File: src/rtl/wire_share_arbiter.sv
// Round-robin arbiter that lets N_REQ requesters take turns driving one
// shared 1-bit wire. The granted requester keeps the wire until it drops its
// request, or until it has held it for MAX_HOLD cycles while someone else is
// waiting.
//
//   state   | meaning
//   --------+-------------------------------------------------------
//   S_IDLE  | no owner, out = IDLE_VAL, arbitrate from r_rr_ptr
//   S_OWNED | r_owner drives out, tenure tracked by r_hold_cnt
module wire_share_arbiter #(
  parameter int   N_REQ    = 4,
  parameter int   MAX_HOLD = 8,
  parameter logic IDLE_VAL = 1'b0
) (
  input  logic                     clk,
  input  logic                     rst_n,
  input  logic [N_REQ-1:0]         req,
  input  logic [N_REQ-1:0]         din,
  output logic [N_REQ-1:0]         grant,
  output logic [$clog2(N_REQ)-1:0] owner,
  output logic                     busy,
  output logic                     out
);

  localparam int IW = $clog2(N_REQ);
  localparam int CW = (MAX_HOLD > 1) ? $clog2(MAX_HOLD) : 1;
  localparam logic [CW-1:0] HOLD_LAST = CW'(MAX_HOLD - 1);
  localparam logic [IW-1:0] LAST_IDX  = IW'(N_REQ - 1);

  typedef enum logic [0:0] {
    S_IDLE  = 1'b0,
    S_OWNED = 1'b1
  } state_t;

  state_t          r_state;
  logic [N_REQ-1:0] r_grant;
  logic [IW-1:0]   r_owner;
  logic [CW-1:0]   r_hold_cnt;
  logic [IW-1:0]   r_rr_ptr;

  state_t          w_state_nxt;
  logic [N_REQ-1:0] w_grant_nxt;
  logic [IW-1:0]   w_owner_nxt;
  logic [CW-1:0]   w_hold_nxt;
  logic [IW-1:0]   w_rr_nxt;

  logic [N_REQ-1:0] w_owner_oh;
  logic [IW-1:0]   w_owner_inc;
  logic [IW-1:0]   w_search_start;
  logic [N_REQ-1:0] w_search_mask;
  logic            w_found;
  logic [IW-1:0]   w_winner;
  logic [N_REQ-1:0] w_winner_oh;
  logic            w_others_req;
  logic            w_release;
  logic            w_busy;

  assign w_owner_oh   = {{(N_REQ-1){1'b0}}, 1'b1} << r_owner;
  assign w_owner_inc  = (r_owner == LAST_IDX) ? '0 : r_owner + 1'b1;
  assign w_others_req = |(req & ~w_owner_oh);
  assign w_release    = !req[r_owner] || ((r_hold_cnt == HOLD_LAST) && w_others_req);

  // Search origin and candidate set: idle arbitrates from the round-robin
  // pointer; a releasing owner hands off starting just past itself.
  always_comb begin
    w_search_start = r_rr_ptr;
    w_search_mask  = req;
    if (r_state == S_OWNED) begin
      w_search_start = w_owner_inc;
      w_search_mask  = req & ~w_owner_oh;
    end
  end

  // Circular priority search: lowest index at/after the origin wins, else the
  // lowest index before it (wrap-around). The second loop overrides the first.
  always_comb begin
    w_found  = 1'b0;
    w_winner = '0;
    for (int i = N_REQ - 1; i >= 0; i--) begin
      if (w_search_mask[i] && (IW'(i) < w_search_start)) begin
        w_found  = 1'b1;
        w_winner = IW'(i);
      end
    end
    for (int i = N_REQ - 1; i >= 0; i--) begin
      if (w_search_mask[i] && (IW'(i) >= w_search_start)) begin
        w_found  = 1'b1;
        w_winner = IW'(i);
      end
    end
  end

  assign w_winner_oh = {{(N_REQ-1){1'b0}}, 1'b1} << w_winner;

  // Next-state, grant and tenure bookkeeping.
  always_comb begin
    w_state_nxt = r_state;
    w_grant_nxt = r_grant;
    w_owner_nxt = r_owner;
    w_hold_nxt  = r_hold_cnt;
    w_rr_nxt    = r_rr_ptr;
    unique case (r_state)
      S_IDLE: begin
        if (w_found) begin
          w_state_nxt = S_OWNED;
          w_grant_nxt = w_winner_oh;
          w_owner_nxt = w_winner;
          w_hold_nxt  = '0;
        end
      end
      S_OWNED: begin
        if (w_release) begin
          w_rr_nxt = w_owner_inc;
          if (w_found) begin
            w_grant_nxt = w_winner_oh;
            w_owner_nxt = w_winner;
            w_hold_nxt  = '0;
          end else begin
            w_state_nxt = S_IDLE;
            w_grant_nxt = '0;
            w_owner_nxt = '0;
            w_hold_nxt  = '0;
          end
        end else if (r_hold_cnt != HOLD_LAST) begin
          // Saturates so a lone owner can keep the wire indefinitely.
          w_hold_nxt = r_hold_cnt + 1'b1;
        end
      end
      default: begin
        w_state_nxt = S_IDLE;
        w_grant_nxt = '0;
        w_owner_nxt = '0;
        w_hold_nxt  = '0;
      end
    endcase
  end

  // State register with synchronous active-low reset.
  always_ff @(posedge clk) begin
    if (!rst_n) begin
      r_state    <= S_IDLE;
      r_grant    <= '0;
      r_owner    <= '0;
      r_hold_cnt <= '0;
      r_rr_ptr   <= '0;
    end else begin
      r_state    <= w_state_nxt;
      r_grant    <= w_grant_nxt;
      r_owner    <= w_owner_nxt;
      r_hold_cnt <= w_hold_nxt;
      r_rr_ptr   <= w_rr_nxt;
    end
  end

  // Only the owner's bit is selected, so unknowns on other din bits never
  // reach the wire.
  assign w_busy = |r_grant;
  assign grant  = r_grant;
  assign owner  = r_owner;
  assign busy   = w_busy;
  assign out    = w_busy ? din[r_owner] : IDLE_VAL;

endmodule

File: config.mk
export PLATFORM = sky130hd
export DESIGN_NAME = wire_share_arbiter
export DESIGN_NICKNAME = d
export VERILOG_FILES = /design/src/rtl/wire_share_arbiter.sv
export SDC_FILE = /design/constraint.sdc
export NUM_CORES = 1
export LEC_CHECK = 0
export CORE_UTILIZATION = 53
export CTS_CLUSTER_DIAMETER = 50
export DETAILED_ROUTE_END_ITERATION = 6
export HOLD_SLACK_MARGIN = 0.15
export PLACE_DENSITY = 0.84
export REMOVE_ABC_BUFFERS = 1
export SYNTH_ARGS = -nofsm -noshare
export SYNTH_HDL_FRONTEND = slang
export SYNTH_SLANG_ARGS = --single-unit
File: constraint.sdc
create_clock -name clk -period 3.3 [get_ports clk]
set_input_delay 0.825 -clock clk [delete_from_list [all_inputs] [get_ports clk]]
set_output_delay 0.825 -clock clk [all_outputs]
set_load 0.05 [all_outputs]
==> impl_metrics.json, run 1 <==
{
  "peakVddDrop_mv": 0.511,
  "synth_area_leaders": "dfxtp_1 (29%), ha_1 (9.0%), a21boi_0 (5.4%)",
  "antenna_left": 0,
  "area_growth_syn_to_layout_pct": 27.1,
  "place.port_buffers": 17,
  "swShare": 0.422,
  "fin_crit_ns": 2.86,
  "vias": 800,
  "critPathMaxStageDelay_ns": 0.46,
  "critPathBufInv": 2,
  "final_nets": 133,
  "dpl-instance-area_um2": 1030,
  "clock-sinks": 12,
  "clockBufferDepth": 2,
  "worstPathCellList": "clkdlybuf4s50_1 -> mux4_2 -> and2_1 -> buf_4",
  "syn_area_um2": 836,
  "slew_headroom": 0.647,
  "diodes": 0,
  "synth_ff_type": "dfxtp_1",
  "fp.dieH_um": 41.7,
  "required_ns": 2.47,
  "async_reset_ff_frac": 0,
  "hold_path.class": "flop to flop",
  "p_int_mw": 0.348,
  "synth_seq_cells": 12,
  "hpwl_um": 1550,
  "cts_hold_buf": 0,
  "tns_ns": 0,
  "drv_cap": 0,
  "drive_above_1_share": 0.112,
  "path_clk_slew_ns": 0.08,
  "drc": 0,
  "status": "finished, final reports clean",
  "power_leakage_nw": 0.411,
  "first_pass_iters": 6,
  "vias_per_cell": 6.11,
  "min_period_over_period": 0.866,
  "finalInstanceArea_um2": 1060,
  "synth-edff-count": 0,
  "first_global_vias": 785,
  "critPathArrivalTime_ns": 2.03,
  "comb_power_share": 0.495,
  "skew_ns": 0.00415,
  "boundaryPins": 18,
  "fp.dieArea_um2": 1740,
  "drv_slew": 0,
  "startpoint_type": "input port",
  "crit_slowest_cell": "mux4_2",
  "grt_pass1_wl_um": 3430,
  "power_frac_clock": 0.196,
  "worstSetupPathType": "input port to output port",
  "critPathMaxFanout": 1,
  "cts_resized": 0,
  "crit_path_end_kind": "output port",
  "numCtsBuffers": 3,
  "power_density_nw_per_um2": 567,
  "yosysWarnings": 0,
  "synth.distinct_cells": 37,
  "cts_setup_buffers": 0,
  "rsz0062_at_grt": "false",
  "fmax_ghz": 0.350,
  "worst_slew_pin_slew_ns": 0.529,
  "routed_wl_um": 2030,
  "yosys.area.top_type": "dfxtp_1",
  "wl_per_cell_um": 15.5,
  "setup_violations": 0,
  "rows": 13,
  "cts_max_level": 1,
  "mostFrequentLayoutCell": "clkdlybuf4s50_1",
  "place_congestion": 0.864,
  "syn_area_per_cell_um2": 8.80,
  "cts_tree": "yes",
  "overflow": 0,
  "path_delay_family": "buffers and inverters",
  "start_util": 0.605,
  "layout_common_cells": "clkdlybuf4s50_1 (16), dfxtp_1 (12), nand2_1 (8)",
  "synth-seq-area-share": 0.287,
  "synthDominantCellAreaShare": 0.287,
  "power_frac_seq": 0.310,
  "netSwitchingPower_mw": 0.254,
  "grtUsageTotal": 0.255,
  "drt_iter0_drc": 23,
  "netlist_instances": 95,
  "grt_antenna_before_repair": 0,
  "grt_start_max_net_pins": 14,
  "core-area_um2": 1380,
  "finalHoldViolations": 0,
  "clk-insertion-delay-late_ns": 0.27,
  "die_x_um": 41.7,
  "fin_util": 0.768,
  "cts_root_buf": "clkbuf_4"
}
-- cells by family after synthesis --
family / after synthesis / share of synthesized area
flops: 12 / 0.287
compound gates: 28 / 0.240
mux: 4 / 0.0778
fa+ha+maj: 6 / 0.0898
simple gates: 35 / 0.256
buf+inv: 10 / 0.0494
-- final timing paths --
path              depth (start not counted)     start       end  slack (ns)
hold / removal                            2  grant[3]  grant[3]        0.49
setup reg to reg                          6  owner[0]  grant[1]        0.88
setup / recovery                          4    din[3]       out        0.44
hold reg to reg                           2  grant[3]  grant[3]        0.49
-- Yosys cell counts, types with 2 or more instances --
cell type  instances
dfxtp_1           12
nand2_1            8
inv_1              7
a21boi_0           6
ha_1               6
nor2b_1            5
o32ai_1            5
a21oi_1            4
nand2b_1           4
o21ai_0            3
o22ai_1            3
or3_1              3
and2_1             2
mux2i_1            2
mux4_2             2
nand3_1            2
-- power by group through the flow --
stage | Clock, mW | Sequential [mW] | Combinational, mW
after global routing | 0.124 | 0.190 | 0.321
after CTS | 0.117 | 0.186 | 0.298
after detailed placement | 0 | 0.189 | 0.296
after global placement | 0 | 0.188 | 0.286
final | 0.118 | 0.186 | 0.298
after floorplan | 0 | 0.229 | 0.162
-- registers in the layout, summed over array words and instances, names as in the netlist --
signal / flops
grant: 4
r_hold_cnt: 3
r_rr_ptr: 2
owner: 2
r_state: 1
-- worst reg2reg max path, stage by stage (launching register included) --
cell	delay, ns
dfxtp_1	0.54
inv_1	0.12
ha_1	0.33
mux2i_1	0.41
a21oi_1	0.14
or3b_1	0.45
o32ai_1	0.34
-- routing by layer --
layer | vias up | routed length, um | GRT usage
met2 | 28 | 1050 | 0.447
met3 | 2 | 79 | 0.0304
met1 | 375 | 886 | 0.324
li1 | 395 | - | -
met5 | - | 0 | 0
met4 | 0 | 12 | 0.0839
-- metrics by stage --
step	total power [mW]	worst slack, ns	cells	hold WS [ns]
finish	0.602	0.441	131	0.487
global route	0.635	0.413	131	0.509
CTS	0.601	0.425	131	0.482
detailed placement	0.485	0.431	127	0.471
global placement	0.474	0.459	127	0.459
floorplan	0.390	0.784	93	0.444
-- area by class of cell --
type	instances	area, um^2
inverters	8	30.0
fillers	104	320
well taps	15	18.8
repair buffers	19	183
multi-input cells	73	554
clock buffers	4	36.3
flip-flops and latches	12	240
Power figures use the tool's default switching activity.
==> run 2, diff against run 1 <==
--- a/config.mk
+++ b/config.mk
@@ -11,6 +11,7 @@
 export HOLD_SLACK_MARGIN = 0.15
 export PLACE_DENSITY = 0.84
 export REMOVE_ABC_BUFFERS = 1
+export SLEW_MARGIN = 20
 export SYNTH_ARGS = -nofsm -noshare
 export SYNTH_HDL_FRONTEND = slang
 export SYNTH_SLANG_ARGS = --single-unit
==> results of run 2 <==
Final layout, timing and power as in run 1 (identical DEF).
==> edit: new RTL, settings of run 1 <==
The parameter `IDLE_VAL` goes from 1'b0 to 1'b1.
--- a/src/rtl/wire_share_arbiter.sv
+++ b/src/rtl/wire_share_arbiter.sv
@@ -12,3 +12,3 @@
   parameter int   MAX_HOLD = 8,
-  parameter logic IDLE_VAL = 1'b0
+  parameter logic IDLE_VAL = 1'b1
 ) (
Formal check against the unedited RTL: not equivalent (Yosys sat finds a counterexample within 4 cycles, from zero or initial values and one cycle with rst_n low).
==> edit against run 1 <==
- wire length shrank 4.5%
- area after synthesis grew 4.3%
- design area grew 2.9%
- die area grew 4.1%
- via count grew 2.5%
- total power grew 1.7%
- first-iteration DRC count shrank 8.7%
- setup slack gained 0.083 ns
- non-clock buffer count shrank 2
- final cell count grew 1.5%
- sequential cell count is the same
- critical path type unchanged
==> edit: results (changes against run 1) <==
- The beginning of the worst hold path was r_rr_ptr[0] (was grant[3]).
- The post-CTS clock slew at the launch and capture registers of the worst setup and hold paths is 0.07 ns.
- The sequential cell area fraction in the yosys report came to 27.5% (was 28.7%).
- The transition time of the tightest slew-check pin is 0.496 ns (was 0.529 ns).
- The number of detailed-route iterations in the first pass is 4 (was 6).
- The count of filler cells inserted in the layout was 118 (was 104).
- The number of distinct library cell variants in the gate-level netlist after synthesis is 44 (was 37).
- The pre-CTS setup slack came to 0.501 ns (was 0.431 ns).
- The global router's overall resource usage is 25.2% (was 25.5%).
- The ratio of cells with drive above 1 in the final layout is 12.8% (was 11.2%).
- The worst supply voltage drop on vdd is 533 µV (was 511 µV).
- The cell-internal power is 0.000357 W (was 0.000348 W).
- The total leakage power is 0.414 nW (was 0.411 nW).
- The routed via count divided by cell count was 6.17 (was 6.11).
- The startpoint of the worst register-to-register path is owner[0] (unchanged).
- The overflow left after global routing came to 0 (unchanged).
- Clock latency on the worst-skew pair, taken at its later pin, is 0.28 ns.
- The wire length after detailed routing was 1930 µm (was 2030 µm).
- The via count of the first global-routing pass was 768 (was 785).
- The clock skew is 0.00293 ns (was 0.00415 ns).
- The number of antenna repair diodes was 0 (unchanged).
- The arrival time of the worst setup path is 1.95 ns (was 2.03 ns).
- The detailed-placement wirelength estimate was 1520 µm (was 1550 µm).
- The worst setup path startpoint is din[0] (was din[3]).
- Most common library cells after synthesis: 12 x sky130_fd_sc_hd__dfxtp_1, 6 x sky130_fd_sc_hd__ha_1, 6 x sky130_fd_sc_hd__nor2b_1 (was 12 x sky130_fd_sc_hd__dfxtp_1, 8 x sky130_fd_sc_hd__nand2_1, 7 x sky130_fd_sc_hd__inv_1).
- The last weighted congestion value of the routability-driven placer was 0.844 (was 0.864).
- The number of CTS-inserted buffers is 3 (unchanged).
- Status: finished clean (unchanged).
- The number of DRC markers after the initial detailed-route iteration is 21 (was 23).
- The pin count of the biggest net entering global routing is 16 (was 14).
- The post-synthesis cell count is 98 (was 95).
- The total via count after detailed routing is 820 (was 800).
- Synth area leaders: sky130_fd_sc_hd__dfxtp_1 28%, sky130_fd_sc_hd__ha_1 8.6%, sky130_fd_sc_hd__a21boi_0 4.3% (was sky130_fd_sc_hd__dfxtp_1 29%, sky130_fd_sc_hd__ha_1 9.0%, sky130_fd_sc_hd__a21boi_0 5.4%).
- The wire length of the first global-routing pass is 3440 µm (was 3430 µm).
## edit: path summary, 6_finish.rpt
check | to | slack [ns] | depth (start not counted)
worst max-delay path | out | 0.52 | 5
worst min-delay path | r_rr_ptr[0] | 0.46 | 2
worst max register to register | grant[1] | 0.94 | 6
worst min register to register | r_rr_ptr[0] | 0.46 | 2
## edit: cell families (layout without fill, tap and decap cells)
family	after synthesis	count (layout)	synth area share, %
AO/OA/AOI/OAI	32	32	26.7
AND/OR/NAND/NOR	37	37	27.6
adder cells (fa/ha/maj)	6	6	8.61
flip-flops	12	12	27.5
buffers and inverters	8	27	4.30
multiplexers	3	3	5.31
## edit: final cells by class
type                            instances  area [µm²]  share of cell area, %
Sequential cell                        12         240                   22.0
Timing Repair Buffer                   17         180                   16.5
Multi-Input combinational cell         78         594                   54.3
Clock buffer                            4        36.3                   3.32
Tap cell                               16        20.0                   1.83
Inverter                                6        22.5                   2.06
## edit: layer usage
metal  wire length, µm  vias to the layer above  track usage [%]  part of all wire, %
li1                  -                      412                -                    -
met1               906                      375             35.7                   47
met2               881                       28             36.0                   46
met3               108                        5             5.60                  5.6
met4                38                        0             11.9                  2.0
met5                 0                        -                0                    0
## edit: stage by stage
step / instance area [µm²] / utilization (%) / power [W] / hold slack, ns
final: 1090 / 71.8 / 0.000613 / 0.463
after global routing: 1090 / 71.8 / 0.000649 / 0.499
after CTS: 1090 / 71.8 / 0.000616 / 0.468
after detailed placement: 1060 / 69.4 / 0.000497 / 0.457
after global placement: 1060 / 69.4 / 0.000489 / 0.442
after floorplan: 857 / - / 0.000394 / 0.436
## edit: power by group through the flow
| stage | Sequential (W) | Combinational (W) | Clock, W |
|---|---|---|---|
| floorplan | 0.000231 | 0.000163 | 0 |
| global placement | 0.000190 | 0.000299 | 0 |
| detailed placement | 0.000191 | 0.000306 | 0 |
| CTS | 0.000187 | 0.000307 | 0.000122 |
| global route | 0.000192 | 0.000330 | 0.000127 |
| finish | 0.000187 | 0.000307 | 0.000118 |
## edit: critical path, cell delays in order
cell                              delay (ns)
sky130_fd_sc_hd__clkdlybuf4s50_1        0.44
sky130_fd_sc_hd__nor2b_1                0.12
sky130_fd_sc_hd__a211oi_1               0.06
sky130_fd_sc_hd__o21ai_0                0.32
sky130_fd_sc_hd__buf_12                 0.18
